==> src/rtl/apb_uart_pkg.sv <==
`default_nettype none
// ---------------------------------------------------------------------------
// apb_uart_pkg : register map, STATUS bit positions and TX FSM state type
// Revision     : 1.0
// ---------------------------------------------------------------------------
package apb_uart_pkg;

    localparam int unsigned DEFAULT_DIV = 16;

    localparam logic [3:0] OFF_DATA   = 4'h0;
    localparam logic [3:0] OFF_STATUS = 4'h4;
    localparam logic [3:0] OFF_BAUD   = 4'h8;
    localparam logic [3:0] OFF_CTRL   = 4'hC;

    localparam int unsigned STAT_EMPTY     = 0;
    localparam int unsigned STAT_FULL      = 1;
    localparam int unsigned STAT_BUSY      = 2;
    localparam int unsigned STAT_COUNT_LSB = 4;

    localparam int unsigned CTRL_TX_EN  = 0;
    localparam int unsigned CTRL_IRQ_EN = 1;

    typedef enum logic [1:0] {
        ST_IDLE  = 2'd0,
        ST_START = 2'd1,
        ST_DATA  = 2'd2,
        ST_STOP  = 2'd3
    } tx_state_e;

endpackage
`default_nettype wire

==> src/rtl/uart_tx_fifo.sv <==
`default_nettype none
// ---------------------------------------------------------------------------
// uart_tx_fifo : byte FIFO feeding the UART transmitter (DEPTH power of 2)
// Revision     : 1.0
// ---------------------------------------------------------------------------
module uart_tx_fifo #(
    parameter int unsigned DEPTH = 8
) (
    input  logic                   clk,
    input  logic                   rst_n,
    input  logic                   push,
    input  logic [7:0]             wdata,
    input  logic                   pop,
    output logic [7:0]             rdata,
    output logic                   full,
    output logic                   empty,
    output logic [$clog2(DEPTH):0] count
);
    import apb_uart_pkg::*;

    localparam int unsigned AW = $clog2(DEPTH);

    logic [7:0]    r_mem [DEPTH];
    logic [AW-1:0] r_wr_ptr;
    logic [AW-1:0] r_rd_ptr;
    logic [AW:0]   r_count;
    logic          w_push;
    logic          w_pop;

    // count never exceeds DEPTH, so its MSB alone marks the full condition
    assign full   = r_count[AW];
    assign empty  = (r_count == '0);
    assign count  = r_count;
    assign rdata  = r_mem[r_rd_ptr];
    assign w_push = push & ~full;
    assign w_pop  = pop & ~empty;

    always_ff @(posedge clk) begin
        if (w_push) begin
            r_mem[r_wr_ptr] <= wdata;
        end
    end

    always_ff @(posedge clk) begin
        if (!rst_n) begin
            r_wr_ptr <= '0;
            r_rd_ptr <= '0;
            r_count  <= '0;
        end else begin
            if (w_push) begin
                r_wr_ptr <= r_wr_ptr + 1'b1;
            end
            if (w_pop) begin
                r_rd_ptr <= r_rd_ptr + 1'b1;
            end
            case ({w_push, w_pop})
                2'b10:   r_count <= r_count + 1'b1;
                2'b01:   r_count <= r_count - 1'b1;
                default: r_count <= r_count;
            endcase
        end
    end

endmodule
`default_nettype wire

==> src/rtl/apb_uart_tx.sv <==
`default_nettype none
// ---------------------------------------------------------------------------
// apb_uart_tx : APB-programmable 8N1 UART transmitter with TX FIFO and irq
// Revision    : 1.0
// ---------------------------------------------------------------------------
module apb_uart_tx #(
    parameter int unsigned FIFO_DEPTH  = 8,
    parameter int unsigned DEFAULT_DIV = apb_uart_pkg::DEFAULT_DIV
) (
    input  logic        PCLK,
    input  logic        PRESETn,
    input  logic [31:0] PADDR,
    input  logic        PSELx,
    input  logic        PENABLE,
    input  logic        PWRITE,
    input  logic [31:0] PWDATA,
    output logic        PREADY,
    output logic [31:0] PRDATA,
    output logic        PSLVERR,
    output logic        TXD,
    output logic        tx_irq
);
    import apb_uart_pkg::*;

    localparam int unsigned CW = $clog2(FIFO_DEPTH) + 1;

    logic            w_access;
    logic            w_addr_err;
    logic            w_wr;
    logic            w_data_wr;
    logic [3:0]      w_off;
    logic [31:0]     w_status;
    logic            w_unused;

    logic [15:0]     r_baud;
    logic            r_tx_en;
    logic            r_irq_en;

    logic            w_fifo_full;
    logic            w_fifo_empty;
    logic [CW-1:0]   w_fifo_count;
    logic [7:0]      w_fifo_rdata;
    logic            w_pop;

    tx_state_e       r_state;
    tx_state_e       w_state_n;
    logic [15:0]     r_cyc;
    logic [15:0]     w_cyc_n;
    logic [15:0]     r_div;
    logic [15:0]     w_div_n;
    logic [15:0]     w_div_load;
    logic [2:0]      r_bit;
    logic [2:0]      w_bit_n;
    logic [7:0]      r_shift;
    logic [7:0]      w_shift_n;
    logic            w_bit_end;
    logic            w_can_start;
    logic            w_busy;
    logic            r_irq;

    assign w_unused   = &{1'b0, PWDATA[31:16]};

    assign w_access   = PSELx & PENABLE;
    assign w_addr_err = (|PADDR[31:4]) | (|PADDR[1:0]);
    assign w_off      = PADDR[3:0];
    assign w_wr       = w_access & PWRITE & ~w_addr_err;
    assign w_data_wr  = w_wr & (w_off == OFF_DATA);

    assign PREADY  = w_access;
    assign PSLVERR = w_access & (w_addr_err | (w_data_wr & w_fifo_full));

    always_comb begin
        w_status                           = '0;
        w_status[STAT_EMPTY]               = w_fifo_empty;
        w_status[STAT_FULL]                = w_fifo_full;
        w_status[STAT_BUSY]                = w_busy;
        w_status[STAT_COUNT_LSB +: 4]      = 4'(w_fifo_count);
    end

    always_comb begin
        PRDATA = '0;
        if (w_access && !PWRITE && !w_addr_err) begin
            case (w_off)
                OFF_STATUS: PRDATA = w_status;
                OFF_BAUD:   PRDATA = {16'h0, r_baud};
                OFF_CTRL:   PRDATA = {30'h0, r_irq_en, r_tx_en};
                default:    PRDATA = '0;
            endcase
        end
    end

    // STATUS and DATA have no storage here; writes to STATUS fall through
    always_ff @(posedge PCLK) begin
        if (!PRESETn) begin
            r_baud   <= 16'(DEFAULT_DIV);
            r_tx_en  <= 1'b0;
            r_irq_en <= 1'b0;
        end else if (w_wr) begin
            case (w_off)
                OFF_BAUD: r_baud <= PWDATA[15:0];
                OFF_CTRL: begin
                    r_tx_en  <= PWDATA[CTRL_TX_EN];
                    r_irq_en <= PWDATA[CTRL_IRQ_EN];
                end
                default: ;
            endcase
        end
    end

    uart_tx_fifo #(
        .DEPTH (FIFO_DEPTH)
    ) u_fifo (
        .clk   (PCLK),
        .rst_n (PRESETn),
        .push  (w_data_wr),
        .wdata (PWDATA[7:0]),
        .pop   (w_pop),
        .rdata (w_fifo_rdata),
        .full  (w_fifo_full),
        .empty (w_fifo_empty),
        .count (w_fifo_count)
    );

    assign w_div_load  = (r_baud == 16'd0) ? 16'd1 : r_baud;
    assign w_bit_end   = (r_cyc == (r_div - 16'd1));
    assign w_can_start = r_tx_en & ~w_fifo_empty;
    assign w_busy      = (r_state != ST_IDLE);

    always_comb begin
        w_state_n = r_state;
        w_cyc_n   = r_cyc + 16'd1;
        w_bit_n   = r_bit;
        w_shift_n = r_shift;
        w_div_n   = r_div;
        w_pop     = 1'b0;
        case (r_state)
            ST_IDLE: begin
                w_cyc_n = '0;
                if (w_can_start) begin
                    w_pop     = 1'b1;
                    w_state_n = ST_START;
                    w_shift_n = w_fifo_rdata;
                    w_div_n   = w_div_load;
                end
            end
            ST_START: begin
                if (w_bit_end) begin
                    w_cyc_n   = '0;
                    w_bit_n   = '0;
                    w_state_n = ST_DATA;
                end
            end
            ST_DATA: begin
                if (w_bit_end) begin
                    w_cyc_n   = '0;
                    w_shift_n = {1'b0, r_shift[7:1]};
                    w_bit_n   = r_bit + 3'd1;
                    if (r_bit == 3'd7) begin
                        w_state_n = ST_STOP;
                    end
                end
            end
            ST_STOP: begin
                if (w_bit_end) begin
                    w_cyc_n = '0;
                    // chain straight into the next frame with no idle bit
                    if (w_can_start) begin
                        w_pop     = 1'b1;
                        w_state_n = ST_START;
                        w_shift_n = w_fifo_rdata;
                        w_div_n   = w_div_load;
                    end else begin
                        w_state_n = ST_IDLE;
                    end
                end
            end
            default: w_state_n = ST_IDLE;
        endcase
    end

    always_ff @(posedge PCLK) begin
        if (!PRESETn) begin
            r_state <= ST_IDLE;
            r_cyc   <= '0;
            r_div   <= 16'd1;
            r_bit   <= '0;
            r_shift <= '0;
            r_irq   <= 1'b0;
        end else begin
            r_state <= w_state_n;
            r_cyc   <= w_cyc_n;
            r_div   <= w_div_n;
            r_bit   <= w_bit_n;
            r_shift <= w_shift_n;
            r_irq   <= r_irq_en & w_fifo_empty & ~w_busy;
        end
    end

    assign TXD    = (r_state == ST_START) ? 1'b0 :
                    (r_state == ST_DATA)  ? r_shift[0] : 1'b1;
    assign tx_irq = r_irq;

endmodule
`default_nettype wire

==> config.mk <==
export PLATFORM = sky130hd
export DESIGN_NAME = apb_uart_tx
export DESIGN_NICKNAME = d
export VERILOG_FILES = /design/src/rtl/apb_uart_pkg.sv /design/src/rtl/uart_tx_fifo.sv /design/src/rtl/apb_uart_tx.sv
export SDC_FILE = /design/constraint.sdc
export NUM_CORES = 1
export LEC_CHECK = 0
export ABC_AREA = 0
export CORE_MARGIN = 1
export CORE_UTILIZATION = 30
export DETAILED_ROUTE_END_ITERATION = 10
export PLACE_DENSITY_LB_ADDON = 0.25
export SYNTH_ARGS = -nofsm -noshare
export SYNTH_HDL_FRONTEND = slang
export SYNTH_SLANG_ARGS = --single-unit
==> constraint.sdc <==
create_clock -name PCLK -period 4.02 [get_ports PCLK]
set_clock_uncertainty 0.2 [all_clocks]
set_input_delay 1.005 -clock PCLK [delete_from_list [all_inputs] [get_ports PCLK]]
set_output_delay 1.005 -clock PCLK [all_outputs]
set_load 0.05 [all_outputs]
After elaboration in Yosys (flattened, before gate mapping)
Memories as Yosys holds them, arrays and structs flattened. A register that Yosys moved wholly into a read port is not among the register bits.
Cells that the tools add are included.
W data, S select, Z words.
- RAM bits: 64
- flip-flop bits (word level): 74
- memories: 1
- add/sub/neg operators: 7
- bitwise operators: 17
- equal/unequal tests: 15
- muxes and demuxes: 32
- reduce and logical (&&, ||, !) cells: 22
- memory list (memory ; depth ; bits a word ; read ports ; clocked after Yosys merged registers in ; wr ports ; line ; RTL):
    u_fifo.r_mem ; 8 ; 8 ; 1 ; 1 ; 1 ; uart_tx_fifo.sv:23 ; logic [7:0] r_mem [DEPTH];
- operators by type and width (cell ; number):
    $mux W16 ; 5
    $pmux W16 S2 ; 2
    $pmux W16 S3 ; 1
    $reduce_or A28 Y1 ; 1
    $mux W8 ; 3
    $pmux W8 S3 ; 1
    $add A16 B1 Y16 const B ; 1
    $eq A16 B16 Y1 ; 1
    $logic_not A16 Y1 ; 1
    $sub A16 B1 Y16 const B ; 1
    $mux W3 ; 4
    $and A1 B1 Y1 ; 11
    $mux W2 ; 5
    $ne A2 B2 Y1 const B ; 5
    $add A3 B1 Y3 const B ; 3
    $eq A4 B4 Y1 const B ; 2
    $logic_not A4 Y1 ; 2
    $pmux W2 S4 ; 1
    $pmux W4 S2 ; 1
    $reduce_bool A2 Y1 ; 4
    $mux W1 ; 7
    $eq A2 B2 Y1 const B ; 3
    $pmux W3 S2 ; 1
    $reduce_and A2 Y1 ; 3
    16 further kinds ; 24

Longest topological paths before layout
- depth in word-level cells: 9
- mapped depth: 18
- gate-level depth less buffers: 16

Cells and area by module
Synthesis repeated with hierarchy kept, for this count alone.
- cell total of the unflattened synthesis: 624
- area total of the unflattened synthesis: 7031.7 um^2
- by module, submodules not included (module ; cells each ; area each (um^2) ; seq. area each (um^2) ; instances):
    apb_uart_tx ; 457 ; 3881.2 ; 1281.2 ; 1
    uart_tx_fifo ; 167 ; 3150.5 ; 2182.1 ; 1

Least setup slack after synthesis
Ideal clock, no wire load.
- path type: input port to output port
- start point: input port PADDR[26]
- end point: output port PRDATA[1]
- arrival time: 3.246 ns
- data required time: 2.815 ns
- cell stages on the path: 5
- path buffers: 0
- path slack: -0.431 ns
- cell sequence: nor4_1 -> nand4_1 -> nor4_1 -> o211ai_1 -> a21oi_1
- cells in the longest elaborated chain, start to end: 5
- RTL lines (item ; line ; RTL):
    from (decl) ; apb_uart_tx.sv:12 ; input logic [31:0] PADDR,
    $reduce_or A28 Y1 ; apb_uart_tx.sv:64 ; assign w_addr_err = (|PADDR[31:4]) | (|PADDR[1:0]);
    $or A1 B1 Y1 ; apb_uart_tx.sv:64 ;
    $logic_not A1 Y1 ; apb_uart_tx.sv:82 ; if (w_access && !PWRITE && !w_addr_err) begin
    $logic_and A1 B1 Y1 ; apb_uart_tx.sv:82 ;
    $mux W16 ; apb_uart_tx.sv:82 ;
    to (decl) ; apb_uart_tx.sv:18 ; output logic [31:0] PRDATA,
No other way between the ends.

Worst setup path in the final report
- start point: register r_div[2]
- end point: register u_fifo.r_count[2], in the netlist u_fifo.count[2]
- cells in the longest elaborated chain, start to end: 7
- elaborated cells between the ends (all ways): 9
- those cells by class: add/sub: 1; eq/ne: 3; mux: 3; bitwise: 1; reduce/logical: 1
- RTL lines (item ; line ; RTL):
    from (decl) ; apb_uart_tx.sv:49 ; logic [15:0] r_div;
    from (signal assigned) ; apb_uart_tx.sv:192 ; r_div <= w_div_n;
    $sub A16 B1 Y16 * ; apb_uart_tx.sv:125 ; assign w_bit_end = (r_cyc == (r_div - 16'd1));
    $eq A16 B16 Y1 * ; apb_uart_tx.sv:125 ;
    $mux W1 * ; apb_uart_tx.sv:164 ; if (w_bit_end) begin
    $pmux W1 S2 * ; apb_uart_tx.sv:136 ; case (r_state)
    $and A1 B1 Y1 * ; uart_tx_fifo.sv:36 ; assign w_pop = pop & ~empty;
    named net u_fifo.w_pop ; uart_tx_fifo.sv:28 ; logic w_pop;
    $eq A2 B1 Y1 / $eq A2 B2 Y1 (equally long branches) ; uart_tx_fifo.sv:56 ; case ({w_push, w_pop})
    $pmux W4 S2 / $reduce_bool A2 Y1 (equally long branches) ; -- ;
    to (signal assigned) ; uart_tx_fifo.sv:57 ; 2'b10: r_count <= r_count + 1'b1;
    to (signal assigned) ; uart_tx_fifo.sv:58 ; 2'b01: r_count <= r_count - 1'b1;
    to (signal assigned) ; uart_tx_fifo.sv:59 ; default: r_count <= r_count;
    to (decl) ; uart_tx_fifo.sv:26 ; logic [AW:0] r_count;
Mark *: on every way through the listed nets, which the timed path passes. The rest lies on a longest branch.
A chain may end at the register's enable or synchronous reset.

==> metrics.yaml <==
antennaDiodeCount: 0
async_flop_share_pct: 0
grt_use_total_pct: 14.9
gr-usage-met1_pct: 18.7
grt_pass1_wl_um: 27200
path_clk_slew_ns: 0.06
start_util_pct: 30.5
nets: 828
cp_max_fo: 2
dp_hpwl_um: 12100
die_h_um: 154
slew_headroom_pct: 50.4
final-max-slew-violation-count: 0
rsz0062_at_grt: "yes"
place_congestion: 0.845
min_period_ns: 4.07
hp-class: "flip-flop to flip-flop"
grt_pass1_vias: 5237
ant_nets: 0
drc: 0
ctsLongestPathBuffers: 2
path_cells: "or3_4 -> or3_4 -> a2111oi_4 -> or4b_4 -> nor4b_4 -> a21oi_2 -> nor3_2 -> buf_4 -> ha_4 -> xor2_1 -> ha_2 -> a21oi_2 -> xor2_1 -> or3_1 -> a21oi_1"
leakage_nw: 3.62
avgSynthCellArea_um2: 10.9
drive_gt1_share_pct: 22.5
p_total_mw: 3.38
ys_warn_count: 0
crit_cells: 15
cts_sinks: 141
yosysUniqueCellTypes: 72
worst_r2r_path_depth: 15
hold_viol: 0
tritoncts: "built"
timing.final.crit_share_pct: 101
cp_data_arrival_time_ns: 4.23
antenna_found_initial: 0
crit_type: "flip-flop to flip-flop"
finalNonFillerCells: 1042
syn_area_um2: 6890
worst_pin_slew_ns: 0.743
core_area_um2: 22600
vdd_drop_max_v: 0.000304
post-place-cells: 1006
critical-path-top-delay-family: "simple AND/OR/NAND/NOR gates"
seqCellArea_um2: 3460
io_buffers: 72
fin_tns_setup_ns: -0.0683
die_w_um: 154
vias: 5129
setup_viol: 2
drt-initial-drc-count: 307
critPathMaxStageDelay_ns: 0.52
dieArea_um2: 23600
use_met3_pct: 3.95
clockRootBuffer: "clkbuf_16"
cp-start-kind: "flip-flop"
drv_cap: 0
cellPowerDensity_nw_per_um2: 366
wirelength_um: 16700
timing.fmax_mhz: 246
multi_input_area_um2: 3420
viasPerCell: 4.92
drt_pre_antenna_iters: 4
wire_per_inst_um: 16.0
crit_buf_inv: 1
io_pins: 105
violations: "negative setup slack"
synthCells: 630
grt-ovfl-total: 0
critPathSlowestCell: "or4b_4"
rows: 55
min_delay_path_depth: 2
ctsHoldBuffers: 0
grt_max_degree: 55
area_growth_pct: 33.9
layout_setup_ws_ns: -0.0472
nFillCells: 2103
cp-end-kind: "flip-flop"
grt_use_met2_pct: 25.0
cts_made_buffers: 17
grt_busiest_layer: "met2"
status: "finished with violations"
synth_seq_area_share_pct: 50.3
synth_edf_count: 64
ys_seq_elements: 141
htree_levels: 4
clkLatencyLatePin_ns: 0.43
cp.required_ns: 4.18
synth_ff_type: "dfxtp_1"
==> cells in the final DEF (no fill, tap or decap), drive strengths merged, types with 5 or more instances in the layout <==
cell	synthesis	routed
dlymetal6s2s	0	12
inv	11	19
nand4	5	5
and3	15	15
dfxtp	77	77
o31ai	9	9
ha	15	15
o21ai	7	7
mux4	16	16
nor2	97	97
conb	1	16
a21oi	24	24
nor2b	5	5
nor4	19	19
or3	7	7
clkdlybuf4s50	0	40
xnor2	18	18
edfxtp	64	64
clkbuf	18	17
nand2	27	27
nand3	20	20
xor2	19	19
buf	28	73
nand3b	6	6
a22oi	5	5
mux2i	47	47
nor3	14	14
nand2b	6	6
==> flip-flops by register name (all words and copies together) (netlist names), named ones only <==
name             flops
r_div               16
r_shift              8
r_state              2
tx_irq               1
u_fifo.r_mem        64
r_bit                3
r_baud              16
u_fifo.r_rd_ptr      3
u_fifo.count         4
r_irq_en             1
r_cyc               16
u_fifo.r_wr_ptr      3
r_tx_en              1
==> what timing repair did <==
action | CTS | global route
resized for setup | 21 | 16
endpoints found under the setup margin | 11 | 18
hold endpoints to repair | 0 | 0
setup buffers | 3 | 1
cloned | 0 | 0
pin swaps | 12 | 10
==> power breakdown <==
| group | leakage, nW | internal, mW | switching [mW] | total (mW) |
|---|---|---|---|---|
| Clock | 0.301 | 0.947 | 0.685 | 1.63 |
| Sequential | 1.20 | 1.50 | 0.00750 | 1.51 |
| Combinational | 2.13 | 0.0897 | 0.147 | 0.236 |
| Total | 3.62 | 2.54 | 0.839 | 3.38 |
==> kinds of logic (layout without fill, tap and decap cells) <==
group                    count (synthesis)  in the layout  share of synthesized area, %
AND/OR/NAND/NOR                        240            240                          17.7
flip-flops                             141            141                          50.3
AO/OA/AOI/OAI                           74             74                          7.56
multiplexers                            64             64                          12.2
buffers and inverters                   58            170                          4.74
XOR/XNOR                                37             37                          4.70
adder cells (fa/ha/maj)                 15             15                          2.72
other                                    1             16                        0.0544
==> worst paths after layout <==
kind | from | slack (ns) | endpoint
min | r_shift[0] | 0.27 | r_shift[0]
max reg2reg | r_div[2] | -0.05 | u_fifo.count[2]
max | r_div[2] | -0.05 | u_fifo.count[2]
min reg2reg | r_shift[0] | 0.27 | r_shift[0]
==> through the flow <==
stage / hold slack [ns] / area (µm²) / utilization [%] / worst slack (ns)
floorplan: 0.233 / 7080 / - / -0.134
global placement: 0.249 / 8410 / 37.3 / -0.103
detailed placement: 0.260 / 8410 / 37.3 / -0.185
CTS: 0.268 / 9160 / 40.6 / -0.0379
global route: 0.296 / 9220 / 40.9 / -0.199
finish: 0.266 / 9220 / 40.9 / -0.0472
==> cell usage after synthesis (6+ instances only) <==
master / instances / area, µm²
a21oi_1: 22 / 110
and3_1: 14 / 87.6
buf_4: 19 / 143
clkbuf_1: 16 / 60.1
dfxtp_1: 77 / 1540
edfxtp_1: 64 / 1920
ha_1: 15 / 188
inv_1: 10 / 37.5
mux2i_1: 47 / 470
mux4_2: 16 / 360
nand2_1: 27 / 101
nand2b_1: 6 / 37.5
nand3_1: 20 / 100
nand3b_1: 6 / 45.0
nor2_1: 97 / 364
nor3_1: 14 / 70.1
nor4_1: 19 / 119
o21ai_0: 7 / 35.0
o31ai_1: 9 / 67.6
xnor2_1: 18 / 158
xor2_1: 19 / 166
==> metal layers <==
layer	part of all wire, %	up-vias
met2	48	111
met5	0	-
li1	-	2522
met4	1.0	0
met1	46	2480
met3	4.4	16
==> area by class of cell <==
cell class / instances / share of cell area, %
clock buffer: 17 / 4.61
clock inverter: 15 / 2.12
inverter: 11 / 0.448
multi-input combinational: 446 / 37.0
sequential: 141 / 37.6
tap: 285 / 3.87
timing repair buffer: 127 / 14.4
==> worst register-to-register path, cell delays in order, from the launching register on <==
cell       delay, ns
dfxtp_2         0.32
or3_4           0.39
or3_4           0.39
a2111oi_4       0.32
or4b_4          0.52
nor4b_4         0.32
a21oi_2         0.13
nor3_2          0.13
buf_4           0.17
ha_4            0.14
xor2_1          0.16
ha_2            0.20
a21oi_2         0.04
xor2_1          0.16
or3_1           0.31
a21oi_1         0.14
Note: power is estimated with default switching activity, not from simulation.
